[config.mk]
export PLATFORM = sky130hd
export DESIGN_NAME = gin_bus_buffered
export DESIGN_NICKNAME = d
export VERILOG_FILES = /design/src/rtl/gin_bus_buffered.sv
export SDC_FILE = /design/constraint.sdc
export NUM_CORES = 1
export LEC_CHECK = 0
export CORE_ASPECT_RATIO = 0.5
export CORE_UTILIZATION = 55
export DETAILED_ROUTE_END_ITERATION = 16
export PLACE_DENSITY_LB_ADDON = 0.08
export SLEW_MARGIN = 20
export SYNTH_ARGS = -nofsm -noshare
export SYNTH_HDL_FRONTEND = slang
export SYNTH_SLANG_ARGS = --single-unit
[constraint.sdc]
create_clock -name clk -period 4.45 [get_ports clk]
set_input_delay 0.6675 -clock clk [delete_from_list [all_inputs] [get_ports clk]]
set_output_delay 0.6675 -clock clk [all_outputs]
set_load 0.02 [all_outputs]
[src/rtl/gin_bus_buffered.sv]
// -----------------------------------------------------------------------------
// gin_bus_buffered
//
// Global-interconnect bus for one PE-array row. Packets from the row master
// are queued in a small ingress FIFO. The head packet is multicast to every
// column slave whose scan-programmed ID matches the packet tag. The head only
// retires once every targeted slave has taken it, so slaves may accept on
// different cycles. Packets that match no slave are dropped and counted.
//
// Optional build macro:
//   GIN_BROADCAST_EN  - when defined, an all-ones tag targets every slave and
//                       never counts as a miss. When undefined, all-ones is an
//                       ordinary tag compared against the slave IDs.
//
// Ports:
//   clk           in   clock
//   rst           in   asynchronous reset, active low
//   tag           in   destination tag of the master packet
//   master_valid  in   master packet valid
//   master_data   in   master payload
//   master_ready  out  ingress FIFO can take a packet (not full)
//   slave_ready   in   per-slave ready
//   slave_valid   out  per-slave valid
//   slave_data    out  head-of-FIFO payload, shared by all slaves
//   set_id        in   scan-chain shift enable; freezes delivery while high
//   ID_scan_in    in   scan input, enters slot 0
//   ID_scan_out   out  scan output, slot NUMS_SLAVE-1
//   busy          out  FIFO not empty
//   miss_count    out  saturating count of dropped (unmatched) packets
// -----------------------------------------------------------------------------

`ifndef NUMS_PE_COL
`define NUMS_PE_COL 4
`endif
`ifndef XID_BITS
`define XID_BITS 4
`endif
`ifndef DATA_BITS
`define DATA_BITS 8
`endif

module gin_bus_buffered #(
    parameter int NUMS_SLAVE = `NUMS_PE_COL,
    parameter int ID_SIZE    = `XID_BITS,
    parameter int DATA_SIZE  = `DATA_BITS,
    parameter int FIFO_DEPTH = 4,
    parameter int CNT_BITS   = 8
) (
    input  logic                  clk,
    input  logic                  rst,
    input  logic [ID_SIZE-1:0]    tag,
    input  logic                  master_valid,
    input  logic [DATA_SIZE-1:0]  master_data,
    output logic                  master_ready,
    input  logic [NUMS_SLAVE-1:0] slave_ready,
    output logic [NUMS_SLAVE-1:0] slave_valid,
    output logic [DATA_SIZE-1:0]  slave_data,
    input  logic                  set_id,
    input  logic [ID_SIZE-1:0]    ID_scan_in,
    output logic [ID_SIZE-1:0]    ID_scan_out,
    output logic                  busy,
    output logic [CNT_BITS-1:0]   miss_count
);

    localparam int PTR_W   = $clog2(FIFO_DEPTH);
    localparam int ENTRY_W = ID_SIZE + DATA_SIZE;

    localparam logic [PTR_W:0]    PTR_ONE = {{PTR_W{1'b0}}, 1'b1};
    localparam logic [CNT_BITS-1:0] CNT_ONE = {{(CNT_BITS-1){1'b0}}, 1'b1};

    // ---------------------------------------------------------------------
    // Slave ID scan chain
    // ---------------------------------------------------------------------
    logic [ID_SIZE-1:0] id_q [NUMS_SLAVE];

    always_ff @(posedge clk or negedge rst) begin
        if (!rst) begin
            for (int i = 0; i < NUMS_SLAVE; i++) begin
                id_q[i] <= '0;
            end
        end else if (set_id) begin
            id_q[0] <= ID_scan_in;
            for (int i = 1; i < NUMS_SLAVE; i++) begin
                id_q[i] <= id_q[i-1];
            end
        end
    end

    assign ID_scan_out = id_q[NUMS_SLAVE-1];

    // ---------------------------------------------------------------------
    // Ingress FIFO; pointers carry one extra wrap bit so full and empty are
    // distinguishable when the index bits are equal.
    // ---------------------------------------------------------------------
    logic [ENTRY_W-1:0] fifo_q [FIFO_DEPTH];
    logic [PTR_W:0]     wr_ptr_q, wr_ptr_d;
    logic [PTR_W:0]     rd_ptr_q, rd_ptr_d;
    logic               empty;
    logic               full;
    logic               push;
    logic               pop;
    logic [ENTRY_W-1:0] head_entry;
    logic [ID_SIZE-1:0] head_tag;
    logic [DATA_SIZE-1:0] head_data;

    assign empty = (wr_ptr_q == rd_ptr_q);
    assign full  = (wr_ptr_q[PTR_W] != rd_ptr_q[PTR_W]) &&
                   (wr_ptr_q[PTR_W-1:0] == rd_ptr_q[PTR_W-1:0]);

    // Ready depends on registered occupancy only: a pop in the same cycle
    // does not open a slot for a push while full.
    assign master_ready = !full;
    assign push         = master_valid && !full;
    assign busy         = !empty;

    assign head_entry = fifo_q[rd_ptr_q[PTR_W-1:0]];
    assign head_tag   = head_entry[ENTRY_W-1:DATA_SIZE];
    assign head_data  = head_entry[DATA_SIZE-1:0];

    // Storage is cleared on reset so slave_data reads zero until the first
    // packet arrives.
    always_ff @(posedge clk or negedge rst) begin
        if (!rst) begin
            for (int i = 0; i < FIFO_DEPTH; i++) begin
                fifo_q[i] <= '0;
            end
        end else if (push) begin
            fifo_q[wr_ptr_q[PTR_W-1:0]] <= {tag, master_data};
        end
    end

    assign wr_ptr_d = push ? (wr_ptr_q + PTR_ONE) : wr_ptr_q;
    assign rd_ptr_d = pop  ? (rd_ptr_q + PTR_ONE) : rd_ptr_q;

    always_ff @(posedge clk or negedge rst) begin
        if (!rst) begin
            wr_ptr_q <= '0;
            rd_ptr_q <= '0;
        end else begin
            wr_ptr_q <= wr_ptr_d;
            rd_ptr_q <= rd_ptr_d;
        end
    end

    // ---------------------------------------------------------------------
    // Target mask, recomputed every cycle against the live IDs so that a
    // reprogrammed chain takes effect as soon as set_id drops.
    // ---------------------------------------------------------------------
    logic [NUMS_SLAVE-1:0] target;

    always_comb begin
        target = '0;
        for (int i = 0; i < NUMS_SLAVE; i++) begin
            target[i] = (id_q[i] == head_tag);
        end
`ifdef GIN_BROADCAST_EN
        if (head_tag == {ID_SIZE{1'b1}}) begin
            target = '1;
        end
`endif
    end

    // ---------------------------------------------------------------------
    // Delivery and retire
    // ---------------------------------------------------------------------
    logic [NUMS_SLAVE-1:0] done_q, done_d;
    logic [NUMS_SLAVE-1:0] acc;
    logic [NUMS_SLAVE-1:0] served;
    logic                  deliver_en;
    logic                  retire;
    logic                  miss;

    assign deliver_en  = !empty && !set_id;
    assign slave_valid = {NUMS_SLAVE{deliver_en}} & target & ~done_q;
    assign slave_data  = head_data;
    assign acc         = slave_valid & slave_ready;

    // Done bits left over from a previous target mask are masked out here,
    // so they neither block nor fake a retire.
    assign served = (done_q | acc) & target;
    assign retire = deliver_en && (target != '0) && (served == target);
    assign miss   = deliver_en && (target == '0);
    assign pop    = retire || miss;

    always_comb begin
        done_d = done_q;
        if (pop) begin
            done_d = '0;
        end else if (!set_id) begin
            done_d = done_q | acc;
        end
    end

    always_ff @(posedge clk or negedge rst) begin
        if (!rst) begin
            done_q <= '0;
        end else begin
            done_q <= done_d;
        end
    end

    // ---------------------------------------------------------------------
    // Miss counter, saturating
    // ---------------------------------------------------------------------
    logic [CNT_BITS-1:0] miss_count_q, miss_count_d;

    always_comb begin
        miss_count_d = miss_count_q;
        if (miss && (miss_count_q != {CNT_BITS{1'b1}})) begin
            miss_count_d = miss_count_q + CNT_ONE;
        end
    end

    always_ff @(posedge clk or negedge rst) begin
        if (!rst) begin
            miss_count_q <= '0;
        end else begin
            miss_count_q <= miss_count_d;
        end
    end

    assign miss_count = miss_count_q;

endmodule

==> results.json <==
{
  "grt_pass1_vias": 2263,
  "nets": 350,
  "dp_hpwl_um": 4752,
  "ys.warnings.count": 0,
  "fmax_mhz": 256.5,
  "portBuffers": 49,
  "finalMaxSlewViolations": 0,
  "die_area_um2": 7536,
  "power_switching_share": 0.3448,
  "p_comb_frac": 0.448,
  "seqPwrFrac": 0.328,
  "fp.dieH_um": 61.89,
  "num_rows": 21,
  "p_leak_nw": 2.051,
  "drt_drc_violations_left": 0,
  "drtIter0Drc": 106,
  "grt_use_total": 0.2151,
  "syn2layout_area_growth_pct": 22.33,
  "grt_max_degree": 83,
  "tns_ns": 0,
  "rsz0062_at_grt": "no",
  "wl_um": 7286,
  "cts_resized": 0,
  "synth_seq_cells": 82,
  "cp.required_ns": 3.78,
  "die_w_um": 121.8,
  "clk_latency_ns": 0.33,
  "peakVddDrop_v": 0.0004347,
  "antenna_found_initial": 0,
  "ys_seq_area_frac": 0.5201,
  "post_synth.cell_area_avg_um2": 14.45,
  "timing.final.crit_period_ns": 3.899,
  "routabilityCongestion": 0.7753,
  "synthCells": 273,
  "insertedDiodeCount": 0,
  "cp-end-kind": "primary output",
  "cts_sinks": 82,
  "postCtsSetupBuffers": 0,
  "ios": 50,
  "worst_hold_path_type": "primary input to asynchronous set/reset pin",
  "fin_hold_ws_ns": 0.3690,
  "grt_overflow": 0,
  "ys_async_sr_fraction": 1.000,
  "cts.clk_slew.worst_paths_ns": 0.06,
  "setup_viol": 0,
  "fin_crit_sh": 0.8762,
  "cts_buffers": 9,
  "startpoint_type": "register",
  "max-slew-margin-rel": 0.3895,
  "status": "finished clean",
  "ys.flop_type": "dfrtp_1",
  "drtAntennaViolNets": 0,
  "ys_types": 41,
  "cts.path.max_buffers": 2,
  "synth_edf_count": 0,
  "intPower_mw": 2.612,
  "htreeDepth": 3,
  "crit_type": "register to primary output",
  "synth_area_um2": 3945,
  "num_vias": 2300,
  "power_density_nw_per_um2": 826.1,
  "vias_per_cell": 5.516,
  "synth_nets": 303,
  "root_buffer": "clkbuf_16",
  "start_util": 0.5797,
  "postCtsHoldBufs": 0,
  "tightestPinTransition_ns": 0.9080,
  "report.final.hold_viol_count": 0,
  "routedWlPerCell_um": 17.47,
  "power_switching_mw": 1.375,
  "layout-drive-gt1-share": 0.3077,
  "skew_ns": 0.005081,
  "cap_viol_max_count": 0,
  "firstDrtPassIters": 4,
  "path_max_fanout": 9,
  "core_um2": 6805,
  "grt_pass1_wl_um": 11500,
  "arrival_ns": 3.23,
  "cts_tree": "done",
  "clkPwrFrac": 0.224
}
==> per-stage QoR <==
stage	worst slack (ns)	util	power, mW	std cells	cell area (µm²)
6_report	0.5510	0.7091	3.987	417	4826
5_1_grt	0.3932	0.7091	4.205	417	4826
4_1_cts	0.5644	0.7086	4.022	417	4822
3_5_place_dp	0.9446	0.6547	3.095	401	4456
3_3_place_gp	0.9611	0.6547	3.012	401	4456
2_1_floorplan	1.686	-	2.585	273	3945
==> area by class of cell <==
type,count,area [µm²]
tap,92,115.1
inverter,5,18.77
sequential,82,2052
clock inverter,7,141.4
clock buffer,9,225.2
timing repair buffer,51,506.7
multi-input combinational,171,1767
fill,471,1979
==> cells in the mapped netlist, types with 2 or more instances <==
cell,count,area share
a21o_2,2,0.0044
a21oi_1,2,0.0025
buf_4,4,0.0076
clkbuf_1,6,0.0057
dfrtp_1,82,0.52
ha_1,6,0.019
inv_1,5,0.0048
mux2_2,64,0.18
mux4_1,10,0.067
mux4_2,2,0.011
nand2_1,9,0.0086
nand3_1,2,0.0025
nand4_1,3,0.0048
nand4_2,4,0.013
nor2_1,9,0.0086
nor3_1,8,0.010
nor4_1,2,0.0032
o21ai_0,2,0.0025
or2_2,2,0.0032
xnor2_1,18,0.040
xor2_1,11,0.024
==> worst max-delay path: stages (launching register included) <==
cell             delay, ns
dfrtp_1               0.65
buf_4                 0.28
mux4_2                0.61
xnor2_1               0.28
nand4_1               0.24
nor3_1                0.20
clkdlybuf4s50_1       0.63
==> final timing paths <==
kind                       cells past startpoint  slack, ns        start              to
min reg2reg                                    1       0.48  rd_ptr_q[2]     rd_ptr_q[2]
max reg2reg                                    7       1.50  rd_ptr_q[0]   miss_count[1]
max in group asynchronous                      1       3.57          rst     wr_ptr_q[0]
min                                            1       0.37          rst  ID_scan_out[1]
min in group clk                               1       0.48  rd_ptr_q[2]     rd_ptr_q[2]
max                                            6       0.55  rd_ptr_q[0]  slave_valid[3]
==> routing by layer <==
layer | share of wire | global-route usage | up-vias
li1 | - | - | 1088
met1 | 0.47 | 0.2659 | 1163
met2 | 0.48 | 0.3608 | 44
met3 | 0.044 | 0.07847 | 5
met4 | 0.0074 | 0.07231 | 0
met5 | 0 | 0 | -
==> placed cells by master (no fill, tap or decap), drive strengths merged, types with 3 or more instances in the layout <==
cell type	Yosys	routed
xnor2	18	18
inv	5	5
nor2	10	10
mux4	12	12
nand4	7	7
clkbuf	8	9
dfrtp	82	82
nand2	9	9
buf	7	3
xor2	11	11
bufinv	0	4
clkdlybuf4s50	0	48
nor3	8	8
ha	6	6
mux2	66	66
==> cells by family after synthesis <==
family	count (synthesis)	synth area share
flops	82	0.5201
mux	78	0.2674
simple gates	43	0.06026
xor+xnor	29	0.06438
buf+inv	20	0.03203
compound gates	15	0.03680
fa+ha+maj	6	0.01903
==> power groups by stage <==
stage / clock (mW) / combinational [mW] / sequential [mW]
after floorplan: 0 / 1.34 / 1.24
after CTS: 0.913 / 1.80 / 1.31
after global placement: 0 / 1.72 / 1.29
final: 0.894 / 1.79 / 1.31
after global routing: 0.945 / 1.91 / 1.35
after detailed placement: 0 / 1.78 / 1.32
==> registers in the layout, indices dropped and copies added (netlist names) <==
register,flops
wr_ptr_q,3
id_q,12
done_q,4
miss_count,8
rd_ptr_q,3
ID_scan_out,4
fifo_q,48
No activity file was read; power rests on OpenSTA's default activity.
==> variant (same settings) <==
Change the parameter `CNT_BITS` from 8 to 10.
--- a/src/rtl/gin_bus_buffered.sv
+++ b/src/rtl/gin_bus_buffered.sv
@@ -45,5 +45,5 @@
     parameter int DATA_SIZE  = `DATA_BITS,
     parameter int FIFO_DEPTH = 4,
-    parameter int CNT_BITS   = 8
+    parameter int CNT_BITS   = 10
 ) (
     input  logic                  clk,
Interface: changed (resized miss_count); port bits go from 50 to 52. The function was not compared with the original's and may differ.
==> variant against the original RTL <==
Design area is 1.1% lower; routed wire length is 4.1% higher; register-to-register slack better by 20 ps; global-route usage is 1.1 points higher; synthesized area is 0.35% lower; setup slack better by 260 ps; sequential cell count is 2 higher; clock skew is 0.72 ps lower; critical path depth is 1 lower; non-clock buffer count is 2 higher; power is 4.0% lower; sequential share of layout area is 1.5 points higher; critical path type unchanged; highest routed layer unchanged.
==> variant: results (changes against the original RTL) <==
stage	metric	value	unit	change
synth	yosys_warnings	0		unchanged
layout	nFillCells	456		-3.2%
layout	largest_register_ffs	48		unchanged
power_and_ir_drop	power_switching	1358	uW	-1.2%
layout	regMostFlops	fifo_q		
layout	drive_gt1_share	29.43	%	-1.3 points
power_and_ir_drop	peakVddDrop	456.3	uV	+5.0%
synth	synth_seq_area_share	53.47	%	+1.5 points
synth	synthTopCellsByCount	dfrtp_1, mux2_2, xnor2_1		
clocking	root_buffer	clkbuf_16		
clocking	clk_latency	340	ps	
clocking	clk_path_buf_depth	2		unchanged
drt	drt-vias-per-instance	5.621		+1.9%
worst_hold_path	hold_class	in -> async		
clocking	numCtsBuffers	9		unchanged
layout	antennaDiodeCount	0		unchanged
global_route	grt_max_degree	85		+2.4%
outcome	status	complete, no violations		
synth	syn_nets	310		+2.3%
placement	portBuffers	51		+4.1%
synth	synth_area_leaders	dfrtp_1, mux2_2, mux4_2, xnor2_1, xor2_1		
layout	final_nets	358		+2.3%
clocking	ctsResizeCount	0		unchanged
drt	first_iter_violations	102		-3.8%
synth	synth_top_flop_cell	dfrtp_1		
global_route	antenna_found_initial	0		unchanged
critical_path	crit_fanout	11		+2
sta	slew_headroom	40.43	%	+1.5 points
synth	async_flop_share	100.0	%	unchanged
clocking	post-cts-setup-buffer-count	0		unchanged
power_and_ir_drop	leakagePower	0.002019	uW	-1.6%
placement	place_congestion	0.9078		+17%
drt	dr.pass1.iters	4		unchanged
clocking	clk_pin_slew	60	ps	about the same
critical_path	arrival	2970	ps	-260 ps
drt	wl_per_cell	17.84	um	+2.1%
run	maxCapViolations	0		unchanged
sta	clock_skew	4.359	ps	-0.7223 ps
clocking	htree_num_levels	3		unchanged
global_route	grt_pass1_wl	12.08	mm	+5.0%
global_route	grt.total_usage	22.56	%	+1.1 points
placement	hpwl	5.037	mm	+6.0%
synth	ys_types	36		-12%
## variant: changes by cell type after synthesis, sizes merged, moves of 2 or more
cell,unedited run,this run
clkbuf,8,3
dfrtp,82,84
buf,7,13
or2,2,0
nor3,8,5
nand2,9,11
nor4,2,4
## variant: cells by family (layout without fill, tap and decap cells)
group	after synthesis	in the layout	synth area share (%)
DFF	84	84	53.47
muxes	79	79	26.16
and+or+nand+nor	48	48	6.270
xor gates and xnor gates	31	31	6.906
buffers and inverters	21	74	3.214
AOI/OAI and AO/OA	11	11	2.069
adders and majority gates	6	6	1.910
## variant: worst max-delay path, cell delays in order (launching register included)
cell and delay, ps:
dfrtp_1 730, mux4_2 660, xnor2_1 240, nand4_1 180
nor3_1 170, clkdlybuf4s50_1 650
## variant: area by class of cell
cell class,count,area [sq um],share of cell area [%]
Clock inverter,6,70.07,1.468
Timing Repair Buffer,53,526.8,11.03
Clock buffer,10,239.0,5.005
Multi-Input combinational cell,175,1703,35.67
Sequential cell,84,2102,44.03
Tap cell,92,115.1,2.411
Inverter,5,18.77,0.3931
## variant: power groups by stage
stage	registers [uW]	logic (uW)	clock network, uW
6_report	1350	1710	764
5_1_grt	1400	1850	814
4_1_cts	1350	1730	783
3_5_place_dp	1360	1710	0
3_3_place_gp	1340	1650	0
2_1_floorplan	1270	1300	0
## variant: worst paths after layout
| path | slack [ps] | depth (start not counted) | startpoint | to |
|---|---|---|---|---|
| hold reg to reg | 500 | 1 | fifo_q[6]$_DFFE_PN0P_ | fifo_q[6]$_DFFE_PN0P_ |
| min in group clk | 500 | 1 | fifo_q[6]$_DFFE_PN0P_ | fifo_q[6]$_DFFE_PN0P_ |
| hold / removal | 370 | 1 | rst | id_q[12]$_DFFE_PN0P_ |
| setup reg to reg | 1520 | 6 | rd_ptr_q[0]$_DFFE_PN0P_ | miss_count[1]$_DFFE_PN0P_ |
| setup / recovery | 810 | 5 | rd_ptr_q[0]$_DFFE_PN0P_ | slave_valid[3] |
| max in group asynchronous | 3560 | 1 | rst | fifo_q[14]$_DFFE_PN0P_ |
## variant: stage by stage
stage | instances | setup WS [ps] | area [sq um] | hold WS (ps) | util (%)
after floorplan | 280 | 1928 | 3931 | 371.9 | -
after global placement | 409 | 1221 | 4462 | 476.6 | 65.56
after detailed placement | 409 | 1138 | 4462 | 489.0 | 65.56
after CTS | 425 | 765.4 | 4771 | 502.2 | 70.10
after global routing | 425 | 565.7 | 4775 | 428.9 | 70.16
final | 425 | 810.6 | 4775 | 366.7 | 70.16
## variant: metal layers
layer,vias up,routed length [um],GRT usage [%]
met2,48,3546,37.66
li1,1103,-,-
met3,12,319,7.208
met5,-,0,0
met1,1226,3596,27.87
met4,0,120,10.23
